File: config.mk
export PLATFORM = sky130hd
export DESIGN_NAME = udp_stream_rx
export DESIGN_NICKNAME = d
export VERILOG_FILES = /design/src/rtl/udp_stream_rx.sv
export SDC_FILE = /design/constraint.sdc
export NUM_CORES = 1
export LEC_CHECK = 0
export ABC_CLOCK_PERIOD_IN_PS = 12700
export CORE_MARGIN = 2
export CORE_UTILIZATION = 58
export CTS_BUF_LIST = sky130_fd_sc_hd__clkbuf_8 sky130_fd_sc_hd__clkbuf_16
export DETAILED_ROUTE_END_ITERATION = 8
export PLACE_DENSITY = 0.86
export REMOVE_ABC_BUFFERS = 1
export SYNTH_ARGS = -nofsm -noshare
export SYNTH_HDL_FRONTEND = slang
export SYNTH_SLANG_ARGS = --single-unit
export TNS_END_PERCENT = 5
File: constraint.sdc
create_clock -name m00_axis_aclk -period 12.7 [get_ports m00_axis_aclk]
set_clock_uncertainty 0.05 [all_clocks]
set_input_delay 1.27 -clock m00_axis_aclk [delete_from_list [all_inputs] [get_ports m00_axis_aclk]]
set_output_delay 1.27 -clock m00_axis_aclk [all_outputs]
set_load 0.01 [all_outputs]
File: src/rtl/udp_stream_rx.sv
// IPv4/UDP receive path: validates a 28-byte IP+UDP header on a 64-bit stream,
// strips it, realigns the payload by 4 bytes and counts good/dropped packets.
module udp_stream_rx #(
  parameter logic [31:0] LOCAL_IP   = 32'hC0A80401,
  parameter logic [15:0] LOCAL_PORT = 16'h303A,
  parameter bit          CHECK_CSUM = 1'b1
) (
  input  logic        m00_axis_aclk,
  input  logic        m00_axis_aresetn,
  input  logic [63:0] s00_axis_tdata,
  input  logic [7:0]  s00_axis_tkeep,
  input  logic        s00_axis_tvalid,
  input  logic        s00_axis_tlast,
  output logic        s00_axis_tready,
  output logic [63:0] m00_axis_tdata,
  output logic [7:0]  m00_axis_tkeep,
  output logic        m00_axis_tvalid,
  output logic        m00_axis_tlast,
  input  logic        m00_axis_tready,
  output logic [31:0] rx_good_count,
  output logic [31:0] rx_drop_count
);

  localparam logic [1:0] S_HDR     = 2'd0;
  localparam logic [1:0] S_PAYLOAD = 2'd1;
  localparam logic [1:0] S_FLUSH   = 2'd2;
  localparam logic [1:0] S_DROP    = 2'd3;

  logic [1:0]       state;
  logic [1:0]       beat_idx;
  logic             hdr_ok;
  logic [19:0]      csum_acc;
  logic [31:0]      held;
  logic [3:0]       held_keep;
  logic             in_fire;
  logic             out_free;
  logic [3:0][15:0] be_word;
  logic [17:0]      beat_sum;
  logic             beat_ok;
  logic [16:0]      fold1;
  logic [15:0]      fold2;
  logic             csum_pass;
  logic             hdr_pass;
  logic [31:0]      dst_ip;
  logic [15:0]      dst_port;

  assign in_fire  = s00_axis_tvalid & s00_axis_tready;
  assign out_free = ~m00_axis_tvalid | m00_axis_tready;

  // Header words are big-endian: lane 2g is the high byte of word g.
  for (genvar g = 0; g < 4; g++) begin : g_word
    assign be_word[g] = {s00_axis_tdata[16*g +: 8], s00_axis_tdata[16*g+8 +: 8]};
  end

  assign dst_ip   = {s00_axis_tdata[7:0], s00_axis_tdata[15:8],
                     s00_axis_tdata[23:16], s00_axis_tdata[31:24]};
  assign dst_port = {s00_axis_tdata[55:48], s00_axis_tdata[63:56]};

  // w2 carries only two IP header words; its upper lanes are UDP.
  always_comb begin
    beat_sum = 18'(be_word[0]) + 18'(be_word[1]);
    if (beat_idx != 2'd2)
      beat_sum = beat_sum + 18'(be_word[2]) + 18'(be_word[3]);
  end

  always_comb begin
    beat_ok = 1'b1;
    case (beat_idx)
      2'd0:    beat_ok = (s00_axis_tdata[7:0] == 8'h45);
      2'd1:    beat_ok = (s00_axis_tdata[15:8] == 8'h11);
      2'd2:    beat_ok = (dst_ip == LOCAL_IP) && (dst_port == LOCAL_PORT);
      default: beat_ok = 1'b1;
    endcase
  end

  // Two end-around folds bring the 20-bit sum back to a 16-bit one's-complement value.
  assign fold1     = {1'b0, csum_acc[15:0]} + {13'd0, csum_acc[19:16]};
  assign fold2     = fold1[15:0] + {15'd0, fold1[16]};
  assign csum_pass = (CHECK_CSUM == 1'b0) || (fold2 == 16'hFFFF);
  assign hdr_pass  = hdr_ok & csum_pass;

  always_comb begin
    case (state)
      S_PAYLOAD: s00_axis_tready = out_free;
      S_FLUSH:   s00_axis_tready = 1'b0;
      default:   s00_axis_tready = 1'b1;
    endcase
  end

  always_ff @(posedge m00_axis_aclk or negedge m00_axis_aresetn) begin
    if (!m00_axis_aresetn) begin
      state         <= S_HDR;
      beat_idx      <= 2'd0;
      hdr_ok        <= 1'b0;
      csum_acc      <= 20'd0;
      held          <= 32'd0;
      held_keep     <= 4'd0;
      rx_good_count <= 32'd0;
      rx_drop_count <= 32'd0;
    end else begin
      case (state)
        S_HDR: if (in_fire) begin
          if (beat_idx != 2'd3) begin
            hdr_ok   <= ((beat_idx == 2'd0) ? 1'b1 : hdr_ok) & beat_ok;
            csum_acc <= ((beat_idx == 2'd0) ? 20'd0 : csum_acc) + 20'(beat_sum);
            if (s00_axis_tlast) begin
              rx_drop_count <= rx_drop_count + 32'd1;
              beat_idx      <= 2'd0;
            end else begin
              beat_idx <= beat_idx + 2'd1;
            end
          end else begin
            beat_idx <= 2'd0;
            if (!hdr_pass) begin
              rx_drop_count <= rx_drop_count + 32'd1;
              state         <= s00_axis_tlast ? S_HDR : S_DROP;
            end else begin
              rx_good_count <= rx_good_count + 32'd1;
              held          <= s00_axis_tdata[63:32];
              held_keep     <= s00_axis_tkeep[7:4];
              if (!s00_axis_tlast)
                state <= S_PAYLOAD;
              else if (s00_axis_tkeep[7:4] != 4'd0)
                state <= S_FLUSH;
            end
          end
        end
        S_PAYLOAD: if (in_fire) begin
          held      <= s00_axis_tdata[63:32];
          held_keep <= s00_axis_tkeep[7:4];
          if (s00_axis_tlast)
            state <= (s00_axis_tkeep[7:4] == 4'd0) ? S_HDR : S_FLUSH;
        end
        S_FLUSH: if (out_free) state <= S_HDR;
        default: if (in_fire && s00_axis_tlast) state <= S_HDR;
      endcase
    end
  end

  // Single output stage; a PAYLOAD input beat only fires when this register is free.
  always_ff @(posedge m00_axis_aclk or negedge m00_axis_aresetn) begin
    if (!m00_axis_aresetn) begin
      m00_axis_tvalid <= 1'b0;
      m00_axis_tdata  <= 64'd0;
      m00_axis_tkeep  <= 8'd0;
      m00_axis_tlast  <= 1'b0;
    end else if (state == S_PAYLOAD && in_fire) begin
      m00_axis_tvalid <= 1'b1;
      m00_axis_tdata  <= {s00_axis_tdata[31:0], held};
      m00_axis_tkeep  <= {s00_axis_tkeep[3:0], 4'hF};
      m00_axis_tlast  <= s00_axis_tlast && (s00_axis_tkeep[7:4] == 4'd0);
    end else if (state == S_FLUSH && out_free) begin
      m00_axis_tvalid <= 1'b1;
      m00_axis_tdata  <= {32'd0, held};
      m00_axis_tkeep  <= {4'd0, held_keep};
      m00_axis_tlast  <= 1'b1;
    end else if (m00_axis_tready) begin
      m00_axis_tvalid <= 1'b0;
    end
  end

endmodule
==> key figures <==
Clocking
  • Worst-path clk slew: 0.08 ns
  • CTS tree: done
  • Clock Tree Root: clkbuf_16
  • Clock latency on the worst-skew pair: about 0.45 ns
  • Clk buf depth: 2
  • H-Tree Depth: 4
  • Post-CTS resize count: 0
  • Number of post-CTS setup repair buffers: 0
  • Num CTS Buffers: 17
  • CTS Hold Bufs: 0
  • CTS sink cnt: 199

Synthesis
  • Number of synthesis warnings: 0
  • #FFs+latches synth: 199
  • Post-synth EDFFs: 0
  • Mux contribution to synthesized area: 7.53%
  • Mapped cell area: between 10000 and 15000 sq um
  • Synthesized area per cell: 9.82 sq um
  • Post-synthesis compound-gate area fraction: 9.63%
  • Fraction of registers with async set or reset after synthesis: 100%
  • Most common cell in the netlist: dfrtp_1
  • Sequential share of the synthesized area: 41.5%
  • Mapped Cells: 1223
  • Library cells used by synthesis: 61
  • Main area contributors after synthesis: dfrtp_1 41%, mux2_2 6.9%, ha_1 6.9%
  • Synth Area in Adders: 10.2%
  • Post-synthesis xor/xnor area fraction: approximately 7.8%
  • Leading area contributor after synthesis: dfrtp_1
  • Yosys top cell area share: just over 40%
  • Top post-synthesis cells by count: 199 x dfrtp_1, 177 x nand2_1, 74 x mux2_2, 74 x xor2_1, 72 x nand3_1
  • Ys flop type: dfrtp_1
  • Synth Area in Simple Gates: 20.6%
  • Largest family of logic cells by synthesized area: simple AND/OR/NAND/NOR gates

Timing
  • Max-slew headroom: 22.5%
  • Fin. Hold Viols: 0
  • Final setup margin: 5.39 ns
  • Tcrit/Tclk final: a little under three fifths
  • Setup TNS: 0 ns
  • Worst slew pin tran: approximately 1.2 ns
  • RSZ-0062 raised after global routing: false
  • Pins Over Slew Limit: 0
  • Fmax: between 0.1 and 0.15 GHz
  • Crit path time final: 7.31 ns
  • Final setup viols: 0

Power
  • Net Sw Frac: 41.7%
  • Power Internal: a little under 2 mW
  • Switching power: 1.40 mW
  • VDD IR max: roughly 0.17 mV
  • PwrDens: 224 nW/um^2
  • Cell leakage power: 6.84 nW
  • Part of the power in registers: 30.9%
  • Comb power frac: 52.6%
  • Clock Power Share: around 16%

Route
  • Routed vias: 10200
  • Drt first pass iters: 6
  • Drt total wl: approximately 34000 microns
  • DR vias/cell: 6.02
  • DRC: 0
  • ANT nets after route: 0
  • Wirelength per Cell: 19.8 microns
  • Iteration-0 DRC Markers: approximately 850

Die
  • Initial Util: 59.1%
  • Die Ht: 148 microns
  • DIE AREA: ~22000 sq um
  • I/O pin total: approximately 220
  • Row count: 52
  • Die Wd: 148 microns
  • Core area: 20300 sq um

Worst hold path
  • HP Class: reg -> reg

Cells and area
  • N_diodes: 0
  • Area grow syn2layout: 24.5%
  • Share of post-route cells with drive strength above 1: 9.31%
  • Nets@finish: 1579

Global route
  • Initial antenna violation count: 0
  • Largest net degree at the start of global routing: 123
  • Total grt overflow: 0
  • Vias in the first global route: approximately 10000
  • First-pass GRT wire length: 54500 microns
  • Global Route Usage Sum: 31.3%

Place
  • Final GP Congestion: approximately 0.96
  • Post-DP HPWL: between 20000 and 25000 microns
  • Pre-CTS setup slack: 5.09 ns
  • Port Buffer Count: approximately 220

Worst setup path
  • Critical Path RT: 12.98 ns
  • Worst Setup End Kind: register
  • Critical path class: in -> reg
  • Worst reg-to-reg setup slack: 7.22 ns
  • Critical Path Start Type: input port
  • Critical-path maximum fanout: 7
  • Worst EP arrival: 7.58 ns

Status
  • Status: complete, no violations

Run
  • Max cap viols: 0
[worst paths after layout]
path | endpoint | start | cells after the start
worst max-delay path | csum_acc[18]$_DFFE_PN0P_ | s00_axis_tdata[11] | 24
worst min-delay path | rx_good_count[31]$_DFFE_PN0P_ | rx_good_count[31]$_DFFE_PN0P_ | 1
worst max register to register | held[10]$_DFFE_PN0P_ | csum_acc[0]$_DFFE_PN0P_ | 15
worst min register to register | rx_good_count[31]$_DFFE_PN0P_ | rx_good_count[31]$_DFFE_PN0P_ | 1
max in group asynchronous | rx_drop_count[10]$_DFFE_PN0P_ | m00_axis_aresetn | 2
min in group asynchronous | m00_axis_tdata[24]$_DFFE_PN0P_ | m00_axis_aresetn | 1
[cells by family after synthesis]
family / Yosys count
AOI/OAI and AO/OA: 184
buffers and inverters: 80
DFF: 199
muxes: 81
adders and majority gates: 86
xor gates and xnor gates: 107
and+or+nand+nor: 486
[per-layer routing]
layer  vias to the layer above  GRT usage [%]  wire [microns]  part of all wire (%)
met2                       391           50.2           16200                    48
met1                      5041           42.9           14500                    43
met5                         -              0               0                     0
li1                       4726              -               -                     -
met4                         0           12.1            1140                   3.4
met3                        72           5.19            1940                   5.8
[flip-flops by register name (all words and copies together) (netlist names)]
signal and count:
m00_axis_tdata 64, held 32, rx_drop_count 32, rx_good_count 32, csum_acc 20, m00_axis_tkeep 8
held_keep 4, beat_idx 2, state 2, hdr_ok 1, m00_axis_tlast 1, m00_axis_tvalid 1
[layout make-up]
type | count | area, sq um
Multi-Input combinational cell | 944 | 6700
Fill cell | 1440 | 5360
Sequential cell | 199 | 4980
Timing Repair Buffer | 223 | 2220
Clock buffer | 18 | 439
Tap cell | 270 | 338
Clock inverter | 14 | 151
Inverter | 31 | 116
[stage by stage]
stage / util, % / power, mW / cells / hold slack (ns) / instance area (sq um)
after floorplan: - / 2.12 / 1174 / 0.411 / 11800
after global placement: 70.7 / 2.68 / 1667 / 0.405 / 14400
after detailed placement: 70.7 / 2.75 / 1667 / 0.409 / 14400
after CTS: 73.6 / 3.33 / 1699 / 0.423 / 14900
after global routing: 73.6 / 3.56 / 1699 / 0.430 / 14900
final: 73.6 / 3.35 / 1699 / 0.421 / 14900
[power groups by stage]
stage	Clock (mW)	Combinational, mW	Sequential, mW
after global placement	0	1.66	1.02
after floorplan	0	1.07	1.05
after CTS	0.555	1.75	1.03
final	0.550	1.76	1.04
after detailed placement	0	1.71	1.04
after global routing	0.578	1.92	1.06
[critical path: stages]
cell and delay (ns):
clkdlybuf4s50_1 0.52, ha_1 0.41, o21a_1 0.13, a21oi_1 0.08, o21ai_0 0.37, a311oi_1 0.17
nor3_1 0.46, a21oi_1 0.13, nand2b_1 0.15, a221oi_1 0.47, fa_1 0.51, ha_1 0.38
a31o_2 0.23, a21oi_1 0.22, xnor2_1 0.14, nor2_1 0.06, a21o_1 0.19, ha_1 0.37
and3_1 0.21, a211oi_1 0.33, o21bai_1 0.11, a21oi_1 0.28, mux2i_1 0.12, o22a_1 0.24
[placed cells by master (no fill, tap or decap), types with 33 or more instances in the layout]
cell,Yosys,routed
mux2_2,74,74
clkdlybuf4s50_1,0,214
xor2_1,74,74
a21oi_1,54,54
ha_1,66,66
xnor2_1,33,33
nand3_1,72,71
nor3_1,34,33
nor2_1,54,54
o21ai_0,48,48
dfrtp_1,199,199
nand2_1,177,177
Note: power is estimated with default switching activity, not from simulation.
